==> config.mk <==
export PLATFORM = sky130hd
export DESIGN_NAME = alu_issue_arbiter_flat
export DESIGN_NICKNAME = d
export VERILOG_FILES = /design/src/rtl/alu_issue_arbiter_if.sv /design/src/rtl/alu_issue_arbiter.sv /design/src/flat_wrapper.sv
export SDC_FILE = /design/constraint.sdc
export NUM_CORES = 1
export LEC_CHECK = 0
export BUFFER_PORTS_ARGS = -buffer_cell sky130_fd_sc_hd__buf_2
export CORE_AREA = 2 2 176 178
export CTS_BUF_LIST = sky130_fd_sc_hd__clkbuf_16
export DETAILED_ROUTE_END_ITERATION = 8
export DIE_AREA = 0 0 178 180
export GPL_TIMING_DRIVEN = 0
export HOLD_SLACK_MARGIN = 0.08
export PLACE_DENSITY = 0.48
export SLEW_MARGIN = 20
export SYNTH_ARGS = -nofsm -noshare
export SYNTH_HDL_FRONTEND = slang
export SYNTH_SLANG_ARGS = --single-unit
==> constraint.sdc <==
create_clock -name clk -period 9.3 [get_ports clk]
set_clock_uncertainty 0.2 [all_clocks]
set_input_delay 2.325 -clock clk [delete_from_list [all_inputs] [get_ports clk]]
set_output_delay 2.325 -clock clk [all_outputs]
set_load 0.02 [all_outputs]
==> src/rtl/alu_issue_arbiter_if.sv <==
// alu_issue_arbiter_if: requester, ALU and CDB signals of the ALU issue arbiter
interface alu_issue_arbiter_if #(
   parameter int NUM_REQ = 4,
   parameter int TAG_W   = 6
);
   logic [NUM_REQ-1:0]       req_valid;
   logic [NUM_REQ-1:0]       req_ready;
   logic [NUM_REQ*32-1:0]    req_a;
   logic [NUM_REQ*32-1:0]    req_b;
   logic [NUM_REQ*4-1:0]     req_op;
   logic [NUM_REQ*TAG_W-1:0] req_tag;
   logic [31:0]              alu_a;
   logic [31:0]              alu_b;
   logic [3:0]               alu_control;
   logic [31:0]              alu_result;
   logic                     alu_zero;
   logic                     cdb_valid;
   logic                     cdb_ready;
   logic [31:0]              cdb_result;
   logic                     cdb_zero;
   logic [TAG_W-1:0]         cdb_tag;
   logic                     busy;
   modport master (
      output req_valid, req_a, req_b, req_op, req_tag, alu_result, alu_zero, cdb_ready,
      input  req_ready, alu_a, alu_b, alu_control, cdb_valid, cdb_result, cdb_zero, cdb_tag, busy
   );
   modport slave (
      input  req_valid, req_a, req_b, req_op, req_tag, alu_result, alu_zero, cdb_ready,
      output req_ready, alu_a, alu_b, alu_control, cdb_valid, cdb_result, cdb_zero, cdb_tag, busy
   );
endinterface

==> src/rtl/alu_issue_arbiter.sv <==
// alu_issue_arbiter: round-robin issue of requester ops to a shared ALU, two-stage EX/WB pipeline to the CDB
module alu_issue_arbiter #(
   parameter int NUM_REQ = 4,
   parameter int TAG_W   = 6
) (
   input logic               clk,
   input logic               rst,
   alu_issue_arbiter_if.slave bus
);
   localparam int PW = NUM_REQ > 1 ? $clog2(NUM_REQ) : 1;
   logic [PW-1:0]      r_rr_ptr;
   logic               r_ex_valid;
   logic [31:0]        r_ex_a;
   logic [31:0]        r_ex_b;
   logic [3:0]         r_ex_op;
   logic [TAG_W-1:0]   r_ex_tag;
   logic               r_cdb_valid;
   logic [31:0]        r_cdb_result;
   logic               r_cdb_zero;
   logic [TAG_W-1:0]   r_cdb_tag;
   logic               w_wb_free;
   logic               w_ex_free;
   logic               w_any;
   logic               w_acc;
   logic               w_adv;
   logic [PW-1:0]      w_gidx;
   logic [NUM_REQ-1:0] w_grant;
   assign w_wb_free = !r_cdb_valid | bus.cdb_ready;
   assign w_ex_free = !r_ex_valid | w_wb_free;
   assign w_any     = |bus.req_valid;
   assign w_acc     = w_any & w_ex_free;
   assign w_adv     = r_ex_valid & w_wb_free;
   // scan downward so the lowest offset from r_rr_ptr wins
   always_comb begin
      w_gidx = '0;
      for (int k = NUM_REQ - 1; k >= 0; k--)
         if (bus.req_valid[(int'(r_rr_ptr) + k) % NUM_REQ]) w_gidx = PW'((int'(r_rr_ptr) + k) % NUM_REQ);
   end
   assign w_grant       = w_any ? NUM_REQ'(1) << w_gidx : '0;
   assign bus.req_ready = w_ex_free ? w_grant : '0;
   always_ff @(posedge clk or posedge rst) begin
      if (rst) begin
         r_rr_ptr     <= '0;
         r_ex_valid   <= 1'b0;
         r_ex_a       <= '0;
         r_ex_b       <= '0;
         r_ex_op      <= '0;
         r_ex_tag     <= '0;
         r_cdb_valid  <= 1'b0;
         r_cdb_result <= '0;
         r_cdb_zero   <= 1'b0;
         r_cdb_tag    <= '0;
      end else begin
         if (w_acc) begin
            r_ex_valid <= 1'b1;
            r_ex_a     <= bus.req_a[32*w_gidx +: 32];
            r_ex_b     <= bus.req_b[32*w_gidx +: 32];
            r_ex_op    <= bus.req_op[4*w_gidx +: 4];
            r_ex_tag   <= bus.req_tag[TAG_W*w_gidx +: TAG_W];
            r_rr_ptr   <= w_gidx == PW'(NUM_REQ - 1) ? '0 : w_gidx + 1'b1;
         end else if (w_adv) begin
            r_ex_valid <= 1'b0;
         end
         if (w_adv) begin
            r_cdb_valid  <= 1'b1;
            r_cdb_result <= bus.alu_result;
            r_cdb_zero   <= bus.alu_zero;
            r_cdb_tag    <= r_ex_tag;
         end else if (bus.cdb_ready) begin
            r_cdb_valid <= 1'b0;
         end
      end
   end
   assign bus.alu_a       = r_ex_a;
   assign bus.alu_b       = r_ex_b;
   assign bus.alu_control = r_ex_op;
   assign bus.cdb_valid   = r_cdb_valid;
   assign bus.cdb_result  = r_cdb_result;
   assign bus.cdb_zero    = r_cdb_zero;
   assign bus.cdb_tag     = r_cdb_tag;
   assign bus.busy        = r_ex_valid | r_cdb_valid;
endmodule

==> src/flat_wrapper.sv <==
// flat-port wrapper written by rule: the top's interface ports become plain ports
module alu_issue_arbiter_flat 
#(
   parameter int NUM_REQ = 4,
   parameter int TAG_W   = 6
)
  (clk, rst, bus_req_valid, bus_req_a, bus_req_b, bus_req_op, bus_req_tag, bus_alu_result, bus_alu_zero, bus_cdb_ready, bus_req_ready, bus_alu_a, bus_alu_b, bus_alu_control, bus_cdb_valid, bus_cdb_result, bus_cdb_zero, bus_cdb_tag, bus_busy);
  alu_issue_arbiter_if #(.NUM_REQ(NUM_REQ), .TAG_W(TAG_W)) bus_i ();
  input logic clk;
  input logic rst;
  input wire logic [$bits(bus_i.req_valid)-1:0] bus_req_valid;
  input wire logic [$bits(bus_i.req_a)-1:0] bus_req_a;
  input wire logic [$bits(bus_i.req_b)-1:0] bus_req_b;
  input wire logic [$bits(bus_i.req_op)-1:0] bus_req_op;
  input wire logic [$bits(bus_i.req_tag)-1:0] bus_req_tag;
  input wire logic [$bits(bus_i.alu_result)-1:0] bus_alu_result;
  input wire logic [$bits(bus_i.alu_zero)-1:0] bus_alu_zero;
  input wire logic [$bits(bus_i.cdb_ready)-1:0] bus_cdb_ready;
  output wire logic [$bits(bus_i.req_ready)-1:0] bus_req_ready;
  output wire logic [$bits(bus_i.alu_a)-1:0] bus_alu_a;
  output wire logic [$bits(bus_i.alu_b)-1:0] bus_alu_b;
  output wire logic [$bits(bus_i.alu_control)-1:0] bus_alu_control;
  output wire logic [$bits(bus_i.cdb_valid)-1:0] bus_cdb_valid;
  output wire logic [$bits(bus_i.cdb_result)-1:0] bus_cdb_result;
  output wire logic [$bits(bus_i.cdb_zero)-1:0] bus_cdb_zero;
  output wire logic [$bits(bus_i.cdb_tag)-1:0] bus_cdb_tag;
  output wire logic [$bits(bus_i.busy)-1:0] bus_busy;
  assign bus_i.req_valid = bus_req_valid;
  assign bus_i.req_a = bus_req_a;
  assign bus_i.req_b = bus_req_b;
  assign bus_i.req_op = bus_req_op;
  assign bus_i.req_tag = bus_req_tag;
  assign bus_i.alu_result = bus_alu_result;
  assign bus_i.alu_zero = bus_alu_zero;
  assign bus_i.cdb_ready = bus_cdb_ready;
  assign bus_req_ready = bus_i.req_ready;
  assign bus_alu_a = bus_i.alu_a;
  assign bus_alu_b = bus_i.alu_b;
  assign bus_alu_control = bus_i.alu_control;
  assign bus_cdb_valid = bus_i.cdb_valid;
  assign bus_cdb_result = bus_i.cdb_result;
  assign bus_cdb_zero = bus_i.cdb_zero;
  assign bus_cdb_tag = bus_i.cdb_tag;
  assign bus_busy = bus_i.busy;
  alu_issue_arbiter #(.NUM_REQ(NUM_REQ), .TAG_W(TAG_W)) u_core (.clk(clk), .rst(rst), .bus(bus_i));
endmodule
==> results.md <==
- 0 antenna diodes ended up in the layout.
- The tree is rooted in a clkbuf_16.
- The die width is 178 um.
- The synthesized area per cell is ~8.4 um2.
- The category of the most critical setup path is in -> out.
- The tightest hold margin is about 0.28 ns.
- STA puts the critical path data arrival time at 4.19 ns.
- The slowest stage of the critical path belongs to the cell or3b_1.
- For this run, the total global-route usage over all layers was measured as about 17%.
- The final max-slew violation count was 0.
- The class of the tightest hold or removal check is reg -> reg.
- The initial cell density of the core is between 20 and 25%.
- The clock tree from TritonCTS is yes.
- The synthesis warning total is 0.
- The path with the worst hold slack has its endpoint at u_core.bus.alu_b[16].
- The source-to-sink clock delay at the later pin of the worst-skew pair is 0.41 ns.
- In this run switching power makes up a little over two fifths of total power.
- The die outline height is between 150 and 200 um.
- The cell that appears most often on the critical path is buf_2.
- In this run the critical register-to-register path is launched from u_core.r_rr_ptr[1].
- Of the synthesized area, sequential elements account for 45.2%.
- Combinational cells account for 45.0% of the total power.
- The synthesized netlist contains 28 unique library cells.
- The area used by multi-input combinational logic is 3160 um2.
- Setup repair after global routing left no endpoint under its margin.
- The buffer depth of the longest clock path is 2.
- The violation count after the first detailed-routing iteration is 205.
- The largest net degree at the start of global routing is 60.
- The clock transition at the registers of the reported paths is 0.05 ns.
- In the final layout, flip-flops and latches occupy 2930 um2.
- The most heavily used metal layer in global routing is met2.
- Dividing the detail-routed wire length by the instance count gives 17.5 um.
- The number of cells produced by synthesis is 773.
- The accumulated negative setup slack is 0 ns.
- The number of antenna-violating nets in the routed design is 0.
- The fraction of final layout cells sized beyond drive strength 1 is 45.4%.
- Global routing used 4.57% of the available met3 tracks.
- After the last flow step, the layout net total stands at between 1500 and 2000.
- Power spread over the standard cell area amounts to 266 nW/um2.
- Global routing consumed, on the met1 layer, 20.6% of the routing resources.
- The global placer's final weighted congestion is about 0.8.
- The worst setup path is launched from an input pin.
- The relative contribution of the clock network to total power is approximately 25%.
- In this run the most critical hold path is launched from u_core.bus.alu_b[16].
- The total global routing overflow is 0.
- The worst setup path is captured at an output port.
- The run finished with clean final reports.
- Global routing consumed, on the met2 layer, a little under a third of the routing resources.
- In this run, CTS created clock tree buffers numbering 17.
- Leaving out fill and tap cells, the most frequent cell in the layout is buf_2.
- The post-detailed-route via-to-cell ratio is 4.44.
- The H-tree depth is 4.
- After synthesis the netlist holds a flip-flop and latch count of 117.
- After detailed routing, the number of remaining DRC violations is 0.
- Sequential cells account for between 30% and 40% of the total power.
- The first global-routing pass estimated between 40 and 50 mm of wire.
- The data required time of the worst path is 6.78 ns.
- The first TritonRoute pass finished after 4 iterations.
- The worst path uses 72.2% of the clock period.
- The number of antenna violations at the first check in global routing is 0.
- The maximum vdd ir drop is 0.0848 mV.
- The delay contributed by the slowest stage of the critical path is around 0.34 ns.
- The post-synth design cell area is ~6500 um2.
- The count of final setup violators is 0.
- Walking the worst path, the cells encountered are buf_2, or3b_1, o221a_2, buf_2, inv_2, buf_6, buf_6, ha_1, and2_1, buf_2.
- The leakage power is 5.46 nW.
- The net count after synthesis is 1112.
- Post-CTS repair changed the size of 0 cells.
- The highest fanout seen on the critical path is 11.
- The normalized max-slew margin is between 50% and 60%.
- For the pin with the worst max-slew slack, the measured transition is 0.634 ns.
- Across the run, the number of max-cap violations was 0.
- The die area is 32000 um2.
- The number of cells on the worst reg-to-reg path is 9.
- The register-to-register setup slack is 6.71 ns.
- The destination of the worst register-to-register timing path is u_core.bus.alu_control[3].
- Wires add up to 28.9 mm.
- The number of global-route vias before repair is between 7000 and 8000.
- In the layout the commonest cells are buf_2, nand2_1, a21oi_1, dfrtp_1, a211o_1.
- Power comes to approximately 0.0026 W.
- The detailed-placement wirelength estimate is ~23 mm.
- The buffer count from post-CTS setup fixing is 0.
- The count of buffers inserted at the top-level ports is about 450.
- Along the worst hold path, the cell count comes to 1.
- The internal portion of the total power is 0.00150 W.
- The core box area is a little over 30000 um2.
- The number of hold buffers added after cts is 0.
- The row count is 64.
- The clock period could shrink to 6.71 ns.
- The number of hold-slack violations in the final timing report came to 0.
- For this run, the top clock speed supported by timing is 0.149 GHz.
- The clock drives 117 sinks.
- Summed over all nets, the switching power comes to 0.00111 W.
- Compared with the post-synthesis result, the final layout area differs by 51.5%.
- approximately 450 I/O pins were placed.
- The total number of vias is about 7300.
- Fill cells in the final layout number about 3300.
## metrics by stage
stage	area [um2]	std cells	setup WS, ns	util [%]
CTS	9820	1650	2.52	32.5
global route	9820	1650	2.42	32.5
finish	9820	1650	2.59	32.5
detailed placement	9250	1618	2.53	30.7
global placement	9220	1617	1.96	30.5
floorplan	6480	773	3.13	-
## cell type report
class                      instances  share of cell area [%]
buffer                            61                    3.81
clock buffer                      17                    4.33
clock inverter                    15                    1.45
inverter                           4                   0.229
multi-input combinational        591                    32.2
sequential                       117                    29.8
tap                              396                    5.04
timing repair buffer             449                    23.1
## synth_stat cells
cell      number  area share, %
dfrtp_1      117             45
or2_2          1          0.097
o221a_2        1           0.17
a221o_1        1           0.15
buf_6         11            1.9
a21o_1         2           0.23
inv_1          3           0.17
nor4_1         1          0.097
a211o_1       74             10
ha_1           3           0.58
nor2b_1        3           0.29
a21boi_0       1           0.12
mux2i_1        1           0.15
o21ai_0        1          0.077
or3b_1         1           0.14
mux2_2        39            6.8
inv_2          1          0.058
buf_2         26            2.0
buf_4          8           0.93
clkbuf_1      13           0.75
nand3_1        1          0.077
o21bai_1       1           0.12
nor2_1         1          0.058
nand2b_1       2           0.19
buf_1          3           0.17
nand2_1      304             18
a21oi_1      149             12
and2_1         4           0.39
## worst max path at each step
stage / from / endpoint / cells after the start
6_report: bus_req_valid[1] / bus_req_ready[2] / 10
5_1_grt: bus_req_valid[1] / bus_req_ready[0] / 10
4_1_cts: bus_req_valid[1] / bus_req_ready[2] / 10
3_5_place_dp: bus_req_valid[1] / bus_req_ready[2] / 10
3_3_place_gp: rst / u_core.bus.alu_b[9] / 2
2_1_floorplan: bus_req_valid[1] / bus_req_ready[2] / 8
## routing by layer
metal | wire length [um] | vias to the layer above
met5 | 0 | -
li1 | - | 3573
met3 | 2260 | 24
met2 | 14300 | 299
met4 | 465 | 0
met1 | 12000 | 3424
## critical path, delay by kind of cell
family                   cells  cell delay (ns)
adder cells (fa/ha/maj)      1             0.15
AND/OR/NAND/NOR              2             0.45
AO/OA/AOI/OAI                1             0.14
buffers and inverters        6             1.09
## power groups by stage
| stage | Clock [W] | Sequential (W) | Combinational (W) |
|---|---|---|---|
| floorplan | 0 | 0.000982 | 0.000522 |
| global placement | 0 | 0.000786 | 0.00119 |
| detailed placement | 0 | 0.000792 | 0.00119 |
| CTS | 0.000676 | 0.000785 | 0.00120 |
| global route | 0.000698 | 0.000806 | 0.00128 |
| finish | 0.000651 | 0.000784 | 0.00118 |
## cell families (layout without fill, tap and decap cells)
group	Yosys count	count (layout)	synth area share, %
and+or+nand+nor	318	318	18.9
AOI/OAI and AO/OA	230	230	22.4
DFF	117	117	45.2
buffers and inverters	65	546	6.00
muxes	40	40	6.93
adders and majority gates	3	3	0.579
## registers in the layout, indices dropped and copies added, names as in the netlist, 2 cells and up
register	flops
u_core.r_rr_ptr	2
u_core.bus.alu_control	4
u_core.r_ex_tag	6
u_core.bus.alu_b	32
u_core.bus.cdb_result	32
u_core.bus.alu_a	32
u_core.bus.cdb_tag	6
Note: power is estimated with default switching activity, not from simulation.
